File: config.mk
export PLATFORM = sky130hd
export DESIGN_NAME = rand_pos_gen_flat
export DESIGN_NICKNAME = d
export VERILOG_FILES = /design/src/rtl/rand_pos_gen_pkg.sv /design/src/rtl/rand_pos_gen_if.sv /design/src/rtl/rand_pos_gen_onehot_decode.sv /design/src/rtl/rand_pos_gen.sv /design/src/flat_wrapper.sv
export SDC_FILE = /design/constraint.sdc
export NUM_CORES = 1
export LEC_CHECK = 0
export BUFFER_PORTS_ARGS = -buffer_cell sky130_fd_sc_hd__buf_2
export CAP_MARGIN = 0
export CORE_MARGIN = 5
export CORE_UTILIZATION = 35
export CTS_BUF_LIST = sky130_fd_sc_hd__clkbuf_8 sky130_fd_sc_hd__clkbuf_16
export DETAILED_ROUTE_END_ITERATION = 6
export GPL_TIMING_DRIVEN = 0
export PLACE_DENSITY = 0.7
export SYNTH_ARGS = -nofsm -noshare
export SYNTH_HDL_FRONTEND = slang
export SYNTH_SLANG_ARGS = --single-unit
File: constraint.sdc
create_clock -name clk -period 2.8 [get_ports clk]
set_clock_uncertainty 0.05 [all_clocks]
set_input_delay 0.56 -clock clk [delete_from_list [all_inputs] [get_ports clk]]
set_output_delay 0.56 -clock clk [all_outputs]
set_load 0.1 [all_outputs]
File: src/rtl/rand_pos_gen_pkg.sv
// Shared constants and the LFSR step function for the random position generator.
package rand_pos_pkg;

  localparam int LFSR_WIDTH = 16;
  localparam logic [LFSR_WIDTH-1:0] LFSR_TAPS = 16'hB400;
  localparam logic [LFSR_WIDTH-1:0] LFSR_DEFAULT_SEED = 16'hACE1;

  // Right-shifting Galois step for x^16+x^14+x^13+x^11+1.
  function automatic logic [LFSR_WIDTH-1:0] lfsr_next(input logic [LFSR_WIDTH-1:0] s);
    return (s >> 1) ^ (s[0] ? LFSR_TAPS : '0);
  endfunction

endpackage

File: src/rtl/rand_pos_gen_if.sv
// Bundle of the seed controls and generator outputs; the generator owns the slave side.
interface rand_pos_gen_if #(
  parameter int DIV_WIDTH = 32,
  parameter int BIN_WIDTH = 4
);
  import rand_pos_pkg::*;

  localparam int POS_WIDTH = 2 ** BIN_WIDTH;

  logic                  reseed;
  logic [LFSR_WIDTH-1:0] seed_val;
  logic [DIV_WIDTH-1:0]  div_out;
  logic [DIV_WIDTH-1:0]  div_rise;
  logic [LFSR_WIDTH-1:0] rand_out;
  logic [POS_WIDTH-1:0]  pos;

  modport master (
    output reseed, seed_val,
    input  div_out, div_rise, rand_out, pos
  );

  modport slave (
    input  reseed, seed_val,
    output div_out, div_rise, rand_out, pos
  );

endinterface

File: src/rtl/rand_pos_gen_onehot_decode.sv
// Binary to one-hot decoder; purely combinational so it adds no latency.
module onehot_decode #(
  parameter int BIN_WIDTH = 4,
  localparam int POS_WIDTH = 2 ** BIN_WIDTH
) (
  input  logic [BIN_WIDTH-1:0] bin,
  output logic [POS_WIDTH-1:0] pos
);

  always_comb begin
    pos      = '0;
    pos[bin] = 1'b1;
  end

endmodule

File: src/rtl/rand_pos_gen.sv
// Free-running divider with rising-edge strobes, a 16-bit Galois LFSR, and a
// one-hot decode of the LFSR low bits, all in one clock domain.
module rand_pos_gen
  import rand_pos_pkg::*;
#(
  parameter int DIV_WIDTH = 32,
  parameter int BIN_WIDTH = 4
) (
  input  logic          clk,
  input  logic          rst,
  rand_pos_gen_if.slave bus
);

  localparam int POS_WIDTH = 2 ** BIN_WIDTH;

  logic [DIV_WIDTH-1:0]  div_cnt;
  logic [DIV_WIDTH-1:0]  div_prev;
  logic [LFSR_WIDTH-1:0] lfsr;
  logic [POS_WIDTH-1:0]  pos_dec;

  // Keeping the previous count lets the strobe come straight from registers.
  always_ff @(posedge clk) begin
    if (rst) begin
      div_cnt  <= '0;
      div_prev <= '0;
    end else begin
      div_prev <= div_cnt;
      div_cnt  <= div_cnt + DIV_WIDTH'(1);
    end
  end

  // A zero seed would lock the LFSR, so it is replaced by the default seed.
  always_ff @(posedge clk) begin
    if (rst) begin
      lfsr <= LFSR_DEFAULT_SEED;
    end else if (bus.reseed) begin
      lfsr <= (bus.seed_val == '0) ? LFSR_DEFAULT_SEED : bus.seed_val;
    end else begin
      lfsr <= lfsr_next(lfsr);
    end
  end

  onehot_decode #(
    .BIN_WIDTH (BIN_WIDTH)
  ) u_decode (
    .bin (lfsr[BIN_WIDTH-1:0]),
    .pos (pos_dec)
  );

  assign bus.div_out  = div_cnt;
  assign bus.div_rise = div_cnt & ~div_prev;
  assign bus.rand_out = lfsr;
  assign bus.pos      = pos_dec;

endmodule

File: src/flat_wrapper.sv
// flat-port wrapper written by rule: the top's interface ports become plain ports
module rand_pos_gen_flat import rand_pos_pkg::*;
#(
  parameter int DIV_WIDTH = 32,
  parameter int BIN_WIDTH = 4
)
  (clk, rst, bus_reseed, bus_seed_val, bus_div_out, bus_div_rise, bus_rand_out, bus_pos);
  rand_pos_gen_if #(.DIV_WIDTH(DIV_WIDTH), .BIN_WIDTH(BIN_WIDTH)) bus_i ();
  input  logic clk;
  input  logic rst;
  input wire logic [$bits(bus_i.reseed)-1:0] bus_reseed;
  input wire logic [$bits(bus_i.seed_val)-1:0] bus_seed_val;
  output wire logic [$bits(bus_i.div_out)-1:0] bus_div_out;
  output wire logic [$bits(bus_i.div_rise)-1:0] bus_div_rise;
  output wire logic [$bits(bus_i.rand_out)-1:0] bus_rand_out;
  output wire logic [$bits(bus_i.pos)-1:0] bus_pos;
  assign bus_i.reseed = bus_reseed;
  assign bus_i.seed_val = bus_seed_val;
  assign bus_div_out = bus_i.div_out;
  assign bus_div_rise = bus_i.div_rise;
  assign bus_rand_out = bus_i.rand_out;
  assign bus_pos = bus_i.pos;
  rand_pos_gen #(.DIV_WIDTH(DIV_WIDTH), .BIN_WIDTH(BIN_WIDTH)) u_core (.clk(clk), .rst(rst), .bus(bus_i));
endmodule
==> flow_summary.ini, run 1 <==
[place]
dpl_cell_area_um2 = 4090
gp_congestion = 0.850
hpwl_mm = 6.31
io_buffer_count = 113

[routing]
vias = 2828
vias_per_cell = 4.84
dr.pass1.iters = 4
post-route-drc-count = 0
wirelength_mm = 8.27
wl_per_cell_um = 14.2
drt_iter0_drc = 76
antenna_left = 0

[global_routing]
grt_pass1_wl_mm = 13.6
track_usage = 0.150
antenna_found_initial = 0
grt_overflow = 0
grt_pass1_vias = 2737
grt_max_degree = 14

[clocking]
clock_sinks = 80
htreeDepth = 3
post_cts_resized = 0
clockRootBuffer = clkbuf_8
clk_pin_slew_ns = 0.08
cts_setup_buffers = 0
cts_hold_buf = 0
numCtsBuffers = 9
clk_path_buf_depth = 2
cts_tree = yes
insertion_delay_ns = 0.34

[synthesis]
ys_top_cells_by_area = dfxtp_1 (50%), nor2b_1 (10%), nor2_1 (6.1%), mux2_2 (3.5%), xnor2_1 (2.5%)
synth_top_area_cell = dfxtp_1
seq_area_frac_synth = 0.503
synth_nets = 368
synth_common_cells = dfxtp_1 (80), nor2b_1 (53), nor2_1 (52)
syn_area_um2 = 3180
synth.distinct_cells = 32
synth_cells = 348
ys_async_sr_fraction = 0
yosys_warnings = 0
avgSynthCellArea_um2 = 9.15
synthFlopType = dfxtp_1
synth_enable_flop_cells = 0
synth-seq-cells = 80
yosysMostFrequentCell = dfxtp_1
synth_top_area_frac = 0.503

[timing]
finalSetupViolations = 0
finalCritPeriodShare = 0.876
rsz0062_at_grt = no
fin_hold_ws_ns = 0.395
min_period_ns = 2.45
tightest_slew_ns = 0.709
fmax_mhz = 408
report.final.slew_viol_count = 0
slew-limit-headroom = 0.522
finalHoldViolCount = 0

[hold_path]
worstHoldStart = bus_seed_val[7]
hold_end = u_core.bus.rand_out[7]
hp-class = input port to flop
whs_path_depth = 3

[floorplanning]
initial_core_util = 0.361
die_w_um = 105
core_area_um2 = 8810
dieArea_um2 = 11100
pin_count = 115
die_h_um = 105
rows = 34

[layout]
postLayoutCellArea_um2 = 4300
seq_area_um2 = 1610
syn_to_final_growth_pct = 35.1
diodes = 0
nFillCells = 829
layout-drive-gt1-share = 0.418
multi_input_area_um2 = 1690
nets = 491

[job]
cap_violations = 0

[setup_path]
r2r_slack_ns = 0.51
worst-endpoint-arrival_ns = 1.84
crit_path_end_kind = output port
rr_endpoint = u_core.bus.div_out[26]
crit_type = flop to output port
rr_worst_depth = 6
worst_setup_path_start_kind = flop
worst_r2r_startpoint = u_core.bus.div_out[0]
cp_max_fo = 12
worstPathRequired_ns = 2.19

[power_and_ir_drop]
powerDensity_nw_per_um2 = 576
switching_share = 0.304
power_frac_seq = 0.480
p_leak_nw = 1.88
p_total_w = 0.00248
combPwrFrac = 0.152
p_int_w = 0.00173
pwr-share-clk = 0.368
ir_drop_v = 0.000257
p_sw_w = 0.000753

[run_status]
status = completed
==> flip-flops by register name, indices dropped and copies added (netlist names) <==
register / cells
u_core.bus.div_out: 32
u_core.div_prev: 32
u_core.bus.rand_out: 16
==> how the worst max path moves through the flow <==
stage / depth (start not counted) / endpoint / startpoint / slack, ns
floorplan: 2 / bus_pos[0] / u_core.bus.rand_out[0] / -0.44
global placement: 4 / bus_pos[9] / u_core.bus.rand_out[0] / 0.29
detailed placement: 4 / bus_pos[9] / u_core.bus.rand_out[0] / 0.27
CTS: 3 / bus_pos[9] / u_core.bus.rand_out[0] / 0.31
global route: 3 / bus_pos[9] / u_core.bus.rand_out[0] / 0.22
finish: 3 / bus_pos[9] / u_core.bus.rand_out[0] / 0.35
==> power groups by stage <==
stage / Clock, W / Combinational (W) / Sequential [W]
after global placement: 0 / 0.000383 / 0.00121
after CTS: 0.000934 / 0.000380 / 0.00119
after floorplan: 0 / 0.000171 / 0.00135
after detailed placement: 0 / 0.000384 / 0.00121
final: 0.000912 / 0.000378 / 0.00119
after global routing: 0.000990 / 0.000395 / 0.00119
==> placed cells by master (no fill, tap or decap), drive strengths merged <==
master	synthesis	routed
buf	6	119
dfxtp	80	80
nor2b	53	53
nor2	52	52
clkbuf	9	17
nor3	15	15
nand2b	12	12
nand2	11	11
mux2	10	10
o21ai	10	10
a21oi	10	10
nand3	9	9
or3	9	9
xnor2	9	9
inv	6	8
o22ai	8	8
mux2i	7	7
nand4	7	7
or4	7	7
nor4	6	6
xor2	4	4
and4	2	2
bufinv	0	2
clkinv	0	2
nor3b	1	1
nand3b	1	1
or2	1	1
and3	1	1
o41ai	1	1
ha	1	1
clkinvlp	0	1
==> worst max-delay path: stages, from the launching register on <==
cell and delay [ns]:
dfxtp_2 0.52, nand2_1 0.31, nor3_4 0.22, buf_2 0.44
==> cell families (layout without fill, tap and decap cells) <==
group,count (synthesis),in the layout,synth area share
buf+inv,21,149,0.0279
xor+xnor,13,13,0.0358
flops,80,80,0.503
fa+ha+maj,1,1,0.00393
simple gates,187,187,0.320
compound gates,29,29,0.0523
mux,17,17,0.0574
==> through the flow <==
stage,util,setup WS (ns),std cells,setup TNS (ns)
finish,0.488,0.348,584,0
global placement,0.465,0.289,569,0
detailed placement,0.465,0.269,569,0
floorplan,-,-0.437,348,-0.863
global route,0.488,0.222,584,0
CTS,0.488,0.314,584,0
==> area by class of cell <==
type                            count  share of cell area
Inverter                            6             0.00524
Tap cell                          108              0.0314
Timing Repair Buffer              113               0.131
Clock buffer                        9              0.0288
Clock inverter                      7              0.0207
Multi-Input combinational cell    247               0.394
Buffer                             14              0.0145
Sequential cell                    80               0.374
==> metal layers <==
| layer | wire length (µm) | global-route usage |
|---|---|---|
| met3 | 528 | 0.0367 |
| met4 | 210 | 0.0731 |
| met2 | 3900 | 0.248 |
| met1 | 3630 | 0.182 |
| met5 | 0 | 0 |
Note: power is estimated with default switching activity, not from simulation.
==> run 2, diff against run 1 <==
--- a/config.mk
+++ b/config.mk
@@ -5,7 +5,7 @@
 export SDC_FILE = /design/constraint.sdc
 export NUM_CORES = 1
 export LEC_CHECK = 0
-export BUFFER_PORTS_ARGS = -buffer_cell sky130_fd_sc_hd__buf_2
+export BUFFER_PORTS_ARGS = -buffer_cell sky130_fd_sc_hd__buf_4
 export CAP_MARGIN = 0
 export CORE_MARGIN = 5
 export CORE_UTILIZATION = 35
==> flow_summary.ini, run 2 (synthesis gave the netlist of run 1 again) <==
[setup_path]
worstPathRequired_ns = 2.19
r2r_slack_ns = 0.51
worst_r2r_startpoint = u_core.bus.div_out[0]
crit_type = flop to output port
rr_endpoint = u_core.bus.div_out[30]
rr_worst_depth = 5
worst_setup_path_start_kind = flop
critical-path-max-stage-delay_ns = 0.53
worst-endpoint-arrival_ns = 1.73
critical_path.slowest_cell = dfxtp_2
crit_path_end_kind = output port
cp_max_fo = 12
crit_path_cell_trace = nand2_1, nor3_4, buf_4

[place]
dp_slack_ns = 0.398
dpl_cell_area_um2 = 4380
gp_congestion = 0.800
dp.cells = 569
io_buffer_count = 113
hpwl_mm = 6.40

[global_routing]
antenna_found_initial = 0
grt_pass1_vias = 2768
grt_overflow = 0
track_usage = 0.154
grt_max_degree = 14
grt_pass1_wl_mm = 13.9

[clocking]
clk_pin_slew_ns = 0.08
insertion_delay_ns = 0.35
clockRootBuffer = clkbuf_8
post_cts_resized = 0
cts_tree = yes
numCtsBuffers = 9
cts_hold_buf = 0
clk_path_buf_depth = 2
cts_setup_buffers = 0
htreeDepth = 3
clock_sinks = 80

[hold_path]
worstHoldStart = bus_seed_val[0]
hp-class = input port to flop
whs_path_depth = 3
hold_end = u_core.bus.rand_out[0]

[layout]
final_cell_mix = buf_4 (113), dfxtp_1 (73), nor2_1 (37), nor2b_1 (27), nor2b_2 (26)
nFillCells = 837
layout_commonest_cell = buf_4
syn_to_final_growth_pct = 45.5
layout-drive-gt1-share = 0.418
multi_input_area_um2 = 1690
diodes = 0
seq_area_um2 = 1610
utilization = 0.526
nets = 491
postLayoutCellArea_um2 = 4630
fin_cells = 584

[routing]
wl_per_cell_um = 14.4
drt_iter0_drc = 91
wirelength_mm = 8.38
post-route-drc-count = 0
antenna_left = 0
vias_per_cell = 4.86
vias = 2840
dr.pass1.iters = 4

[timing]
finalWorstSetupSlack_ns = 0.464
rsz0062_at_grt = no
tightest_slew_ns = 0.764
finalCritPeriodShare = 0.834
min_period_ns = 2.34
fmax_mhz = 428
finalHoldViolCount = 0
slew-limit-headroom = 0.485
report.final.slew_viol_count = 0
fin_hold_ws_ns = 0.377
finalSetupViolations = 0

[run_status]
status = completed

[floorplanning]
core_area_um2 = 8810
rows = 34
pin_count = 115
dieArea_um2 = 11100
initial_core_util = 0.361
die_w_um = 105
die_h_um = 105

[job]
cap_violations = 0

[power_and_ir_drop]
ir_drop_v = 0.000329
p_leak_nw = 1.93
powerDensity_nw_per_um2 = 581
run 2: cell types whose count changed in the layout (fill, tap and decap cells not counted), sizes merged:
| cell | delta |
|---|---|
| bufinv | +2 |
| clkinv | -1 |
| clkinvlp | -1 |
run 2: area by class of cell:
cell class | count | share of cell area
multi-input combinational | 247 | 0.365
tap | 108 | 0.0292
clock inverter | 7 | 0.0294
inverter | 6 | 0.00486
buffer | 14 | 0.0135
sequential | 80 | 0.348
clock buffer | 9 | 0.0267
timing repair buffer | 113 | 0.183
run 2: layer usage:
metal  wire length, µm  share of wire  vias to the layer above  GRT usage
li1                  -              -                     1433          -
met1              3750           0.45                     1320      0.190
met2              4010           0.48                       76      0.254
met3               460          0.055                       11     0.0385
met4               162          0.019                        0     0.0703
met5                 0              0                        -          0
run 2: how the worst max path moves through the flow:
stage	startpoint	endpoint	slack, ns	depth (start not counted)
finish	u_core.bus.rand_out[0]	bus_pos[9]	0.46	3
global route	u_core.bus.rand_out[0]	bus_pos[9]	0.34	3
CTS	u_core.bus.rand_out[0]	bus_pos[9]	0.43	3
detailed placement	u_core.bus.rand_out[0]	bus_pos[9]	0.40	4
global placement	u_core.bus.rand_out[0]	bus_pos[9]	0.41	4
floorplan	u_core.bus.rand_out[0]	bus_pos[0]	-0.44	2
run 2: stage by stage:
stage	TNS, ns	total power, W
after detailed placement	0	0.00162
final	0	0.00269
after global placement	0	0.00162
after global routing	0	0.00279
after floorplan	-0.863	0.00152
after CTS	0	0.00272
run 2: power breakdown:
| group | switching, W | total, W | internal (W) |
|---|---|---|---|
| logic | 0.000309 | 0.000403 | 0.0000933 |
| clock network | 0.000421 | 0.00110 | 0.000678 |
| registers | 0.0000281 | 0.00119 | 0.00116 |
run 2: worst max-delay path, delay by kind of cell, from the launching register on:
kind | cells | cell delay, ns
buf+inv | 1 | 0.31
flops | 1 | 0.53
simple gates | 2 | 0.53
==> run 3, diff against run 2 <==
--- a/config.mk
+++ b/config.mk
@@ -5,6 +5,7 @@
 export SDC_FILE = /design/constraint.sdc
 export NUM_CORES = 1
 export LEC_CHECK = 0
+export ABC_AREA = 1
 export BUFFER_PORTS_ARGS = -buffer_cell sky130_fd_sc_hd__buf_4
 export CAP_MARGIN = 0
 export CORE_MARGIN = 5
@@ -12,7 +13,7 @@
 export CTS_BUF_LIST = sky130_fd_sc_hd__clkbuf_8 sky130_fd_sc_hd__clkbuf_16
 export DETAILED_ROUTE_END_ITERATION = 6
 export GPL_TIMING_DRIVEN = 0
-export PLACE_DENSITY = 0.7
+export PLACE_DENSITY = 0.69
 export SYNTH_ARGS = -nofsm -noshare
 export SYNTH_HDL_FRONTEND = slang
 export SYNTH_SLANG_ARGS = --single-unit
==> constraint.sdc (replaced) <==
create_clock -name clk -period 2.2 [get_ports clk]
set_clock_uncertainty 0.05 [all_clocks]
set_input_delay 0.44 -clock clk [delete_from_list [all_inputs] [get_ports clk]]
set_output_delay 0.44 -clock clk [all_outputs]
set_load 0.1 [all_outputs]
==> flow_summary.ini, run 3 <==
[run_status]
status = completed

[layout]
postLayoutCellArea_um2 = 5070
fin_cells = 779
diodes = 0
final_cell_mix = buf_4 (113), nand2_1 (109), nor2_1 (93), inv_1 (69), nor2_4 (55)
utilization = 0.521
syn_to_final_growth_pct = 45.8
layout_commonest_cell = buf_4
nets = 661
layout-drive-gt1-share = 0.364

[setup_path]
cp_max_fo = 5
crit_type = flop to output port
crit_path_cell_trace = inv_1, nand2_1, nor2_4, buf_4
crit_path_end_kind = output port
worst-endpoint-arrival_ns = 1.45
worstPathRequired_ns = 1.71
critical_path.slowest_cell = dfxtp_2
path_buf_inv = 2
rr_endpoint = u_core.bus.div_out[17]
worst_r2r_startpoint = u_core.bus.div_out[4]
rr_worst_depth = 7
worst_setup_path_start_kind = flop
critical-path-max-stage-delay_ns = 0.35
cpLargestDelayFamily = simple AND/OR/NAND/NOR gates
r2r_slack_ns = 0.68

[floorplanning]
die_w_um = 110
rows = 36
core_area_um2 = 9730
dieArea_um2 = 12000
pin_count = 115
die_h_um = 110
initial_core_util = 0.357

[synthesis]
avgSynthCellArea_um2 = 6.71
synth-seq-cells = 80
synth_common_cells = nor2_1 (141), nand2_1 (113), dfxtp_1 (80)
ys_async_sr_fraction = 0
yosys_warnings = 0
synth_top_area_cell = dfxtp_1
yosysMostFrequentCell = nor2_1
synth_nets = 538
seq_area_frac_synth = 0.461
synthFlopType = dfxtp_1
synth_cells = 518
synth.distinct_cells = 23
syn_area_um2 = 3480
synth_enable_flop_cells = 0
synth_top_area_frac = 0.461
ys_top_cells_by_area = dfxtp_1 (46%), nor2_1 (15%), nand2_1 (12%), inv_1 (7.2%), a21oi_1 (4.3%)

[timing]
fmax_mhz = 515
finalCritPeriodShare = 0.883
report.final.slew_viol_count = 0
min_period_ns = 1.94
finalWorstSetupSlack_ns = 0.257
finalHoldViolCount = 0
slew-limit-headroom = 0.595
tightest_slew_ns = 0.608
finalSetupViolations = 0
rsz0062_at_grt = no

[power_and_ir_drop]
switching_share = 0.330
pwr-share-clk = 0.309
combPwrFrac = 0.185
p_sw_w = 0.000982
p_int_w = 0.00199
power_frac_seq = 0.506
ir_drop_v = 0.000331
p_leak_nw = 2.17
powerDensity_nw_per_um2 = 586

[global_routing]
track_usage = 0.179
grt_pass1_vias = 3548
grt_pass1_wl_mm = 16.8
grt_max_degree = 14
antenna_found_initial = 0
grt_overflow = 0

[job]
cap_violations = 0

[place]
dp.cells = 764
dpl_cell_area_um2 = 4900
hpwl_mm = 8.22
io_buffer_count = 113
dp_slack_ns = 0.320
gp_congestion = 0.948

[clocking]
numCtsBuffers = 9
clk_path_buf_depth = 2
cts_tree = yes
clockRootBuffer = clkbuf_8
cts_setup_buffers = 0
htreeDepth = 3
clk_pin_slew_ns = 0.08
clock_sinks = 80
insertion_delay_ns = 0.35

[routing]
post-route-drc-count = 0
vias = 3624
vias_per_cell = 4.65
drt_iter0_drc = 156
wl_per_cell_um = 13.1
antenna_left = 0
wirelength_mm = 10.2
dr.pass1.iters = 5

[hold_path]
whs_path_depth = 3
worstHoldStart = bus_seed_val[8]
hp-class = input port to flop
hold_end = u_core.bus.rand_out[8]
run 3: worst min-delay path, stage by stage:
cell and delay (ns):
buf_4 0.08, nor2_1 0.04, nor2_1 0.08
run 3: power by group through the flow:
| stage | Sequential [W] | Combinational [W] | Clock [W] |
|---|---|---|---|
| after global placement | 0.00153 | 0.000551 | 0 |
| final | 0.00151 | 0.000549 | 0.000918 |
| after CTS | 0.00150 | 0.000557 | 0.000952 |
| after global routing | 0.00151 | 0.000578 | 0.00103 |
| after detailed placement | 0.00154 | 0.000555 | 0 |
| after floorplan | 0.00172 | 0.000240 | 0 |
run 3: what timing repair did:
item / in CTS / in global routing
cloned: 0 / 0
hold buffers: 0 / 0
endpoints found under the setup margin: 16 / 16
gates resized for setup: 2 / 2
run 3: kinds of logic (layout without fill, tap and decap cells):
logic type | count (synthesis) | after routing | share of synthesized area
AOI/OAI and AO/OA | 54 | 54 | 0.0795
xor gates and xnor gates | 2 | 2 | 0.00504
adders and majority gates | 1 | 1 | 0.00360
buffers and inverters | 81 | 209 | 0.0885
DFF | 80 | 80 | 0.461
and+or+nand+nor | 300 | 300 | 0.363
run 3: how the worst max path moves through the flow:
stage / from / endpoint / slack (ns) / cells after the start
2_1_floorplan: u_core.bus.div_out[31] / bus_div_rise[31] / 0.01 / 2
3_3_place_gp: u_core.bus.rand_out[0] / bus_pos[3] / 0.34 / 4
3_5_place_dp: u_core.bus.rand_out[0] / bus_pos[3] / 0.32 / 4
4_1_cts: u_core.bus.rand_out[0] / bus_pos[3] / -0.07 / 4
5_1_grt: u_core.bus.rand_out[3] / bus_pos[4] / 0.16 / 4
6_report: u_core.bus.rand_out[3] / bus_pos[4] / 0.26 / 4
run 3: stage by stage:
stage / hold WS (ns) / power [W] / TNS [ns]
2_1_floorplan: 0.525 / 0.00196 / 0
3_3_place_gp: 0.396 / 0.00209 / 0
3_5_place_dp: 0.400 / 0.00209 / 0
4_1_cts: 0.259 / 0.00301 / -0.452
5_1_grt: 0.261 / 0.00312 / 0
6_report: 0.272 / 0.00297 / 0
run 3: area by class of cell:
type,instances,area [µm²]
fill,974,4660
clock buffer,9,124
buffer,11,45.0
multi-input combinational,357,1940
timing repair buffer,113,848
clock inverter,7,41.3
tap,133,166
sequential,80,1650
inverter,69,259
run 3: routing by layer:
layer  routed length (µm)  up-vias  GRT usage
li1                     -     1828          -
met1                 4470     1670      0.223
met2                 5010      116      0.301
met3                  660       10     0.0470
met4                   90        0     0.0543
met5                    0        -          0
